`src/rtl/hack_pkg.sv`:
```
// Shared Hack boot definitions: sequencer states, memory geometry, word-count helper.
// Latency: none (types and constants only).
// Backpressure: not applicable.
package hack_pkg;

   localparam int HACK_ROM_DEPTH = 32768;
   localparam int HACK_RAM_WORDS = 24576;
   localparam int HACK_ADDR_W    = 15;
   localparam int HACK_WORD_W    = 16;
   localparam int HACK_PTR_W     = 16;

   // Largest word count a single load can report (a completely full ROM).
   localparam logic [HACK_PTR_W-1:0] HACK_COUNT_MAX = 16'h8000;

   typedef enum logic [2:0] {
      ST_LOAD  = 3'd0,
      ST_CLEAR = 3'd1,
      ST_HOLD  = 3'd2,
      ST_RUN   = 3'd3,
      ST_ERR   = 3'd4
   } boot_state_t;

   // Increment that sticks at HACK_COUNT_MAX instead of wrapping.
   function automatic logic [HACK_PTR_W-1:0] sat_inc(input logic [HACK_PTR_W-1:0] v);
      if (v >= HACK_COUNT_MAX) begin
         return HACK_COUNT_MAX;
      end
      return v + 16'd1;
   endfunction

endpackage

```
`src/rtl/hack_cycle_counter.sv`:
```
// Loadable down-counter shared by the RAM-clear sequence and the reset-hold timer.
// Latency: count updates one cycle after load/dec; zero is combinational on the held count.
// Backpressure: none; dec is ignored once the count reaches zero.
module hack_cycle_counter #(
   parameter int W = 16
) (
   input  logic         clk,
   input  logic         reset,
   input  logic         load,
   input  logic [W-1:0] load_val,
   input  logic         dec,
   output logic         zero
);

   logic [W-1:0] count_q;
   logic [W-1:0] count_d;

   // Load wins over decrement; decrement floors at zero.
   always_comb begin
      count_d = count_q;
      if (load) begin
         count_d = load_val;
      end else if (dec && (count_q != '0)) begin
         count_d = count_q - W'(1);
      end
   end

   // Count register.
   always_ff @(posedge clk or posedge reset) begin
      if (reset) begin
         count_q <= '0;
      end else begin
         count_q <= count_d;
      end
   end

   assign zero = (count_q == '0);

endmodule

```
`src/rtl/hack_boot_ctrl.sv`:
```
// Hack boot sequencer: streams a program into ROM, zeroes RAM, holds CPU reset, then releases it.
// Latency: ROM write strobe/address/data appear the cycle after a transfer; all strobes registered.
// Backpressure: s_ready is high only in LOAD; the sender may stall s_valid for any number of cycles.
module hack_boot_ctrl
   import hack_pkg::*;
#(
   parameter int ROM_DEPTH       = HACK_ROM_DEPTH,
   parameter int RAM_CLEAR_DEPTH = HACK_RAM_WORDS,
   parameter int HOLD_CYCLES     = 4
) (
   input  logic                   clk,
   input  logic                   reset,
   input  logic                   boot_start,
   input  logic                   s_valid,
   input  logic [HACK_WORD_W-1:0] s_data,
   input  logic                   s_last,
   output logic                   s_ready,
   output logic                   rom_we,
   output logic [HACK_ADDR_W-1:0] rom_addr,
   output logic [HACK_WORD_W-1:0] rom_wdata,
   output logic                   ram_we,
   output logic [HACK_ADDR_W-1:0] ram_addr,
   output logic                   cpu_reset,
   output logic                   busy,
   output logic                   error,
   output logic [HACK_PTR_W-1:0]  word_count
);

   // Counter preloads: the counter reaches zero on the final CLEAR address / final HOLD cycle.
   localparam logic [HACK_PTR_W-1:0] CLR_LOAD  = HACK_PTR_W'(RAM_CLEAR_DEPTH - 1);
   localparam logic [HACK_PTR_W-1:0] HOLD_LOAD = HACK_PTR_W'(HOLD_CYCLES - 1);
   localparam logic [HACK_PTR_W-1:0] LAST_PTR  = HACK_PTR_W'(ROM_DEPTH - 1);

   boot_state_t            state_q,     state_d;
   logic [HACK_PTR_W-1:0]  wr_ptr_q,    wr_ptr_d;
   logic [HACK_PTR_W-1:0]  word_count_q, word_count_d;
   logic                   rom_we_q,    rom_we_d;
   logic [HACK_ADDR_W-1:0] rom_addr_q,  rom_addr_d;
   logic [HACK_WORD_W-1:0] rom_wdata_q, rom_wdata_d;
   logic                   ram_we_q,    ram_we_d;
   logic [HACK_ADDR_W-1:0] ram_addr_q,  ram_addr_d;
   logic                   cpu_reset_q, cpu_reset_d;
   logic                   error_q,     error_d;

   logic                   xfer;
   logic                   cnt_load;
   logic [HACK_PTR_W-1:0]  cnt_load_val;
   logic                   cnt_dec;
   logic                   cnt_zero;

   assign s_ready = (state_q == ST_LOAD);
   assign xfer    = s_valid & s_ready;

   // One counter serves both timed phases since CLEAR and HOLD never overlap.
   hack_cycle_counter #(
      .W (HACK_PTR_W)
   ) u_cycle_counter (
      .clk      (clk),
      .reset    (reset),
      .load     (cnt_load),
      .load_val (cnt_load_val),
      .dec      (cnt_dec),
      .zero     (cnt_zero)
   );

   // Next-state and registered-output logic; strobes default low every cycle.
   always_comb begin
      state_d      = state_q;
      wr_ptr_d     = wr_ptr_q;
      word_count_d = word_count_q;
      rom_we_d     = 1'b0;
      rom_addr_d   = rom_addr_q;
      rom_wdata_d  = rom_wdata_q;
      ram_addr_d   = ram_addr_q;
      error_d      = error_q;
      cnt_load     = 1'b0;
      cnt_load_val = '0;
      cnt_dec      = 1'b0;

      case (state_q)
         ST_LOAD: begin
            if (xfer) begin
               rom_we_d     = 1'b1;
               rom_addr_d   = wr_ptr_q[HACK_ADDR_W-1:0];
               rom_wdata_d  = s_data;
               wr_ptr_d     = wr_ptr_q + 16'd1;
               word_count_d = sat_inc(word_count_q);
               // s_last wins even on the very last ROM slot: a full image is legal.
               if (s_last) begin
                  cnt_load = 1'b1;
                  if (RAM_CLEAR_DEPTH == 0) begin
                     state_d      = ST_HOLD;
                     cnt_load_val = HOLD_LOAD;
                  end else begin
                     state_d      = ST_CLEAR;
                     cnt_load_val = CLR_LOAD;
                     ram_addr_d   = '0;
                  end
               end else if (wr_ptr_q == LAST_PTR) begin
                  state_d = ST_ERR;
                  error_d = 1'b1;
               end
            end
         end
         ST_CLEAR: begin
            if (cnt_zero) begin
               state_d      = ST_HOLD;
               cnt_load     = 1'b1;
               cnt_load_val = HOLD_LOAD;
            end else begin
               cnt_dec    = 1'b1;
               ram_addr_d = ram_addr_q + 15'd1;
            end
         end
         ST_HOLD: begin
            if (cnt_zero) begin
               state_d = ST_RUN;
            end else begin
               cnt_dec = 1'b1;
            end
         end
         ST_RUN: begin
            if (boot_start) begin
               state_d      = ST_LOAD;
               wr_ptr_d     = '0;
               word_count_d = '0;
            end
         end
         ST_ERR: begin
            if (boot_start) begin
               state_d      = ST_LOAD;
               wr_ptr_d     = '0;
               word_count_d = '0;
               error_d      = 1'b0;
            end
         end
         default: begin
            state_d = ST_LOAD;
         end
      endcase

      // Decoded from the next state so they change on the same edge as the state.
      ram_we_d    = (state_d == ST_CLEAR);
      cpu_reset_d = (state_d != ST_RUN);
   end

   // State and output registers; reset drops every strobe immediately.
   always_ff @(posedge clk or posedge reset) begin
      if (reset) begin
         state_q      <= ST_LOAD;
         wr_ptr_q     <= '0;
         word_count_q <= '0;
         rom_we_q     <= 1'b0;
         rom_addr_q   <= '0;
         rom_wdata_q  <= '0;
         ram_we_q     <= 1'b0;
         ram_addr_q   <= '0;
         cpu_reset_q  <= 1'b1;
         error_q      <= 1'b0;
      end else begin
         state_q      <= state_d;
         wr_ptr_q     <= wr_ptr_d;
         word_count_q <= word_count_d;
         rom_we_q     <= rom_we_d;
         rom_addr_q   <= rom_addr_d;
         rom_wdata_q  <= rom_wdata_d;
         ram_we_q     <= ram_we_d;
         ram_addr_q   <= ram_addr_d;
         cpu_reset_q  <= cpu_reset_d;
         error_q      <= error_d;
      end
   end

   assign rom_we     = rom_we_q;
   assign rom_addr   = rom_addr_q;
   assign rom_wdata  = rom_wdata_q;
   assign ram_we     = ram_we_q;
   assign ram_addr   = ram_addr_q;
   assign cpu_reset  = cpu_reset_q;
   assign error      = error_q;
   assign word_count = word_count_q;
   assign busy       = (state_q == ST_LOAD) || (state_q == ST_CLEAR) || (state_q == ST_HOLD);

endmodule

```
`config.mk`:
```
export PLATFORM = sky130hd
export DESIGN_NAME = hack_boot_ctrl
export DESIGN_NICKNAME = d
export VERILOG_FILES = /design/src/rtl/hack_pkg.sv /design/src/rtl/hack_cycle_counter.sv /design/src/rtl/hack_boot_ctrl.sv
export SDC_FILE = /design/constraint.sdc
export NUM_CORES = 1
export LEC_CHECK = 0
export BUFFER_PORTS_ARGS = -buffer_cell sky130_fd_sc_hd__buf_2
export CORE_AREA = 10 10 82 136
export DETAILED_ROUTE_END_ITERATION = 6
export DIE_AREA = 0 0 92 146
export PLACE_DENSITY = 0.84
export SLEW_MARGIN = 25
export SYNTH_ARGS = -nofsm -noshare
export SYNTH_HDL_FRONTEND = slang
export SYNTH_HIERARCHICAL = 1
export SYNTH_SLANG_ARGS = --single-unit
```
`constraint.sdc`:
```
create_clock -name clk -period 8.15 [get_ports clk]
set_input_delay 0.4075 -clock clk [delete_from_list [all_inputs] [get_ports clk]]
set_output_delay 0.4075 -clock clk [all_outputs]
set_load 0.02 [all_outputs]
```
Word-level counts from Yosys, hierarchy flattened
Index checks and enable logic that the tools add are counted.
{"block": "totals", "regBits": 101, "in_bits": 21, "out_inout_bits": 68, "elab_cells": 87}
{"block": "classes", "add_sub_neg": 4, "n_lt_le_gt_ge": 1, "eq_ne": 14, "mux": 40, "n_bitwise": 1, "reduce_logical": 16}
{"op": "$mux W16", "count": 7}
{"op": "$mux W15", "count": 5}
{"op": "$pmux W16 S2", "count": 2}
{"op": "$pmux W15 S2", "count": 2}
{"op": "$add A16 B1 Y16 const B", "count": 2}
{"op": "$mux W3", "count": 6}
{"op": "$eq A16 B15 Y1 const B", "count": 1}
{"op": "$ge A16 B16 Y1 const B", "count": 1}
{"op": "$logic_not A16 Y1", "count": 1}
{"op": "$reduce_bool A16 Y1", "count": 1}
{"op": "$sub A16 B1 Y16 const B", "count": 1}
{"op": "$add A15 B1 Y15 const B", "count": 1}
{"op": "$mux W1", "count": 14}
{"op": "$pmux W3 S4", "count": 1}
{"op": "$ne A2 B2 Y1 const B", "count": 4}
{"op": "$reduce_bool A2 Y1", "count": 4}
{"op": "$eq A3 B1 Y1 const B", "count": 2}
{"op": "$eq A3 B2 Y1 const B", "count": 2}
{"op": "$ne A2 B1 Y1 const B", "count": 3}
{"op": "$reduce_and A5 Y1", "count": 1}
{"op": "$pmux W1 S2", "count": 2}
{"op": "$reduce_and A4 Y1", "count": 1}
{"op": "$reduce_or A2 Y1", "count": 2}
{"op": "$eq A3 B3 Y1 const B", "count": 1}
{"op": "other kinds (8)", "count": 9}

Longest topological paths before layout
{"block": "logic_depth", "depth_word": 7, "mapped_depth": 12, "ltp_nobuf": 10}

By module
The synthesis kept the hierarchy.
{"mod": "hack_boot_ctrl", "n_inst": 1, "cells_per_inst": 455, "area_each_um2": 4125.2, "seq_area_each_um2": 2128.3}
{"mod": "hack_cycle_counter", "n_inst": 1, "cells_per_inst": 123, "area_each_um2": 1123.6, "seq_area_each_um2": 400.4}

Worst setup path before layout
Ideal clock, no wire load.
{"block": "synth_path", "path_type": "register to register", "start": "register u_cycle_counter.count_q[0]", "end": "register u_cycle_counter.count_q[9]", "setup_ns": 0.082, "arrival_time_ns": 2.554, "required_ns": 8.068, "setup_slack_ns": 5.514, "stages_incl_launch_ff": 11, "n_path_buf": 0, "synth_period_minus_slack_ns": 2.636, "cell_sequence": "dfrtp_1 inv_1 ha_1 nor3b_2 nand4_2 inv_2 nor3_1 nor3b_2 nand3_1 or4_1 a31oi_1"}
{"block": "synth_between", "elab_chain_cells": 5, "elab_cells_between_ends": 11, "cone_classes": "1 x add/sub; 6 x mux; 4 x reduce/logical"}
{"element": "start: declaration", "line_no": "hack_cycle_counter.sv:15", "rtl": "logic [W-1:0] count_q;"}
{"element": "start signal: assignment", "line_no": "hack_cycle_counter.sv:33", "rtl": "count_q <= count_d;"}
{"element": "$logic_not A16 Y1", "line_no": "hack_cycle_counter.sv:37", "rtl": "assign zero = (count_q == '0);"}
{"element": "named net cnt_zero", "line_no": "hack_boot_ctrl.sv:49", "rtl": "logic cnt_zero;"}
{"element": "$mux W1", "line_no": "hack_boot_ctrl.sv:106, hack_boot_ctrl.sv:116"}
{"element": "$mux W1"}
{"element": "named net cnt_dec", "line_no": "hack_boot_ctrl.sv:48", "rtl": "logic cnt_dec;"}
{"element": "$logic_and A1 B1 Y1", "line_no": "hack_cycle_counter.sv:23", "rtl": "end else if (dec && (count_q != '0)) begin"}
{"element": "$reduce_bool A2 Y1 (no line)"}
The timed path passes the listed nets, and every way through them passes these cells. The select of a mux whose other input is x is not followed.
A chain may end at the register's enable or synchronous reset.

Worst setup path in the final report
{"block": "layout_path", "start": "register u_cycle_counter.count_q[0]", "end": "register u_cycle_counter.count_q[0]"}
{"block": "layout_between", "elab_cells_between_ends": 13, "cone_classes": "1 x add/sub; 8 x mux; 4 x reduce/logical"}
{"element": "$logic_not A16 Y1 (*)", "line_no": "hack_cycle_counter.sv:37"}
{"element": "named net cnt_zero", "line_no": "hack_boot_ctrl.sv:49"}
{"element": "$mux W1 (*)", "line_no": "hack_boot_ctrl.sv:106", "rtl": "if (cnt_zero) begin"}
{"element": "$pmux W1 S2 (*)", "line_no": "hack_boot_ctrl.sv:80", "rtl": "case (state_q)"}
{"element": "named net cnt_load", "line_no": "hack_boot_ctrl.sv:46", "rtl": "logic cnt_load;"}
{"element": "$mux W16 / $reduce_bool A2 Y1 (equally long branches)"}
Mark *: on every way through the listed nets, which the timed path passes. The rest lies on a longest branch. The select of a mux whose other input is x is not followed.

==> metrics.cfg <==
[routing]
wire_per_inst_um=17.2
drtIter0Drc=387
vias=4672
drt_wl_total_mm=13.4
postRouteAntennaNets=0
drc_errors=0
routed_via_density=6.00
drtPass1Iterations=5

[yosys]
yosysUniqueCellTypes=68
synth_flop_cell=dfrtp_1
synth_edf_count=0
synthArstFlopShare=1.00
synth_warnings=6
netlist_instances=578
ys_ff_latch=101
mappedNetlistArea_mm2=0.00525
ys_seq_area_frac=0.482
avgSynthCellArea_um2=9.08

[sta]
timing.hold.ws_ps=5.96
drv_slew=0
tightest_slew_ps=984
rsz0062_at_grt=no
fmax_mhz=291
layout_setup_ws_ps=4720
min_period_over_period=0.421
hold_violations=0
slew_headroom=0.341
setup_viol=0
skew_ps=7.53
tns_ps=0
min_period_ps=3430

[die]
die_w_um=92
start_util=0.585
core_mm2=0.00898
io_pins=89
die_h_um=146
die_area_mm2=0.0134
rows=46

[global_routing]
grt-busiest-layer=met2
grt_max_degree=69
antenna_found_initial=1
grt_overflow=0
use_met2=0.357
met3_usage=0.0527
grt_pass1_vias=4682
gr-usage-all-layers=0.203
grt_pass1_wl_mm=22.7
grt_use_met1=0.220

[clock_network]
clk_latency_ps=350
tritoncts=built
htree_levels=3
cts_resized=0
cts_root_buf=clkbuf_16
post-cts-setup-buffers=0
holdBufCountCts=0
cts_buffers=9
cts.clk_slew.worst_paths_ps=70
clockBufferDepth=2
clock_sinks=101

[setup_path]
worst-endpoint-required_ps=8380
crit_type=reg2reg
cp-start-kind=flip-flop
critPathMaxFanout=20
crit_path_end_kind=flip-flop
critPathArrivalTime_ps=3660

[place]
post-place-ws_ps=4760
gp_congestion=0.902
io_buffers=88
dp_hpwl_mm=9.72
dp_cells=762

[power]
ir_drop_mv=0.224
swShare=0.414
power_frac_clock=0.229
p_switching_uw=802
p_comb_frac=0.345
power.internal_uw=1140
seq_power_share=0.426
powerDensity_mw_per_mm2=322
leakagePower_uw=0.00282

[cells_and_area]
fin_cells=779
layout.nets=679
final_cell_mix=nand2_1, dfrtp_1, buf_2
drive_gt1_frac=0.201
layout_commonest_cell=nand2_1
final_util=0.671
syn2layout_area_growth_pct=14.8

[hold_path]
hold_path.class=in2async

[run]
max_cap_violations=0

[outcome]
status=completed

==> synth_stat cells (all sizes together) (5+ instances only) <==
| cell type | instances | area share |
|---|---|---|
| buf | 14 | 0.018 |
| a21oi | 37 | 0.035 |
| o311ai | 5 | 0.0083 |
| nor3 | 10 | 0.0095 |
| nand2 | 131 | 0.094 |
| o21ai | 37 | 0.035 |
| dfrtp | 100 | 0.48 |
| nand3 | 25 | 0.024 |
| clkbuf | 13 | 0.0093 |
| nand4 | 14 | 0.019 |
| or3 | 19 | 0.023 |
| or4 | 18 | 0.026 |
| o31ai | 13 | 0.019 |
| nor2 | 25 | 0.019 |
| ha | 5 | 0.012 |
| o211ai | 7 | 0.010 |
| nor4 | 8 | 0.020 |
| and4 | 6 | 0.010 |
| inv | 22 | 0.016 |
| a31oi | 6 | 0.0072 |
| mux2i | 5 | 0.0095 |
==> flip-flops by register name (all words and copies together) (netlist names), 3 cells and up <==
| register | count |
|---|---|
| ram_addr | 15 |
| rom_addr | 15 |
| u_cycle_counter/count_q | 16 |
| wr_ptr_q | 16 |
| rom_wdata | 16 |
| word_count | 16 |
| state_q | 3 |
==> through the flow <==
step	total power, uW	cell area, um^2
after floorplan	1280	5250
after global placement	1470	5710
after detailed placement	1500	5710
after CTS	1950	6020
after global routing	2070	6020
final	1940	6020
==> logic make-up after synthesis <==
family / share of synthesized area
AOI/OAI and AO/OA: 0.145
xor gates and xnor gates: 0.00668
adders and majority gates: 0.0119
buffers and inverters: 0.0458
DFF: 0.482
muxes: 0.0181
other: 0.000714
and+or+nand+nor: 0.290
==> final timing paths <==
path / start / to / slack (ps) / cells past startpoint
setup / recovery: u_cycle_counter/count_q[0] / u_cycle_counter/count_q[0] / 4720 / 10
hold / removal: reset / rom_addr[3] / 6 / 2
setup reg to reg: u_cycle_counter/count_q[0] / u_cycle_counter/count_q[0] / 4720 / 10
hold reg to reg: rom_addr[6] / rom_addr[6] / 470 / 2
max in group asynchronous: reset / rom_addr[14] / 7000 / 3
min in group clk: s_data[0] / rom_wdata[0] / 240 / 3
==> worst max-delay path, cell delays in order (launching register included) <==
cell and delay [ps]:
dfrtp_1 400, inv_1 120, ha_1 240, nor3b_2 330, nand4_2 230, inv_2 260
nand2_1 80, nand2_1 440, clkinv_1 580, and4_1 370, a221o_1 270
==> cell type report <==
class	count	area, um^2
Inverter	23	87.6
Multi-Input combinational cell	427	2480
Fill cell	756	2950
Clock inverter	7	83.8
Antenna cell	1	2.50
Tap cell	120	150
Sequential cell	101	2530
Timing Repair Buffer	91	463
Clock buffer	9	225
==> per-layer routing <==
metal | vias up | wire [um]
met5 | - | 0
met4 | 0 | 439
met3 | 35 | 748
met2 | 141 | 7330
met1 | 2266 | 4900
li1 | 2230 | -
==> power by group through the flow <==
stage | logic (uW) | registers, uW | clock network, uW
finish | 668 | 826 | 444
global route | 743 | 852 | 473
CTS | 675 | 824 | 450
detailed placement | 670 | 832 | 0
global placement | 648 | 817 | 0
floorplan | 379 | 900 | 0
No activity file was read; power rests on OpenSTA's default activity.
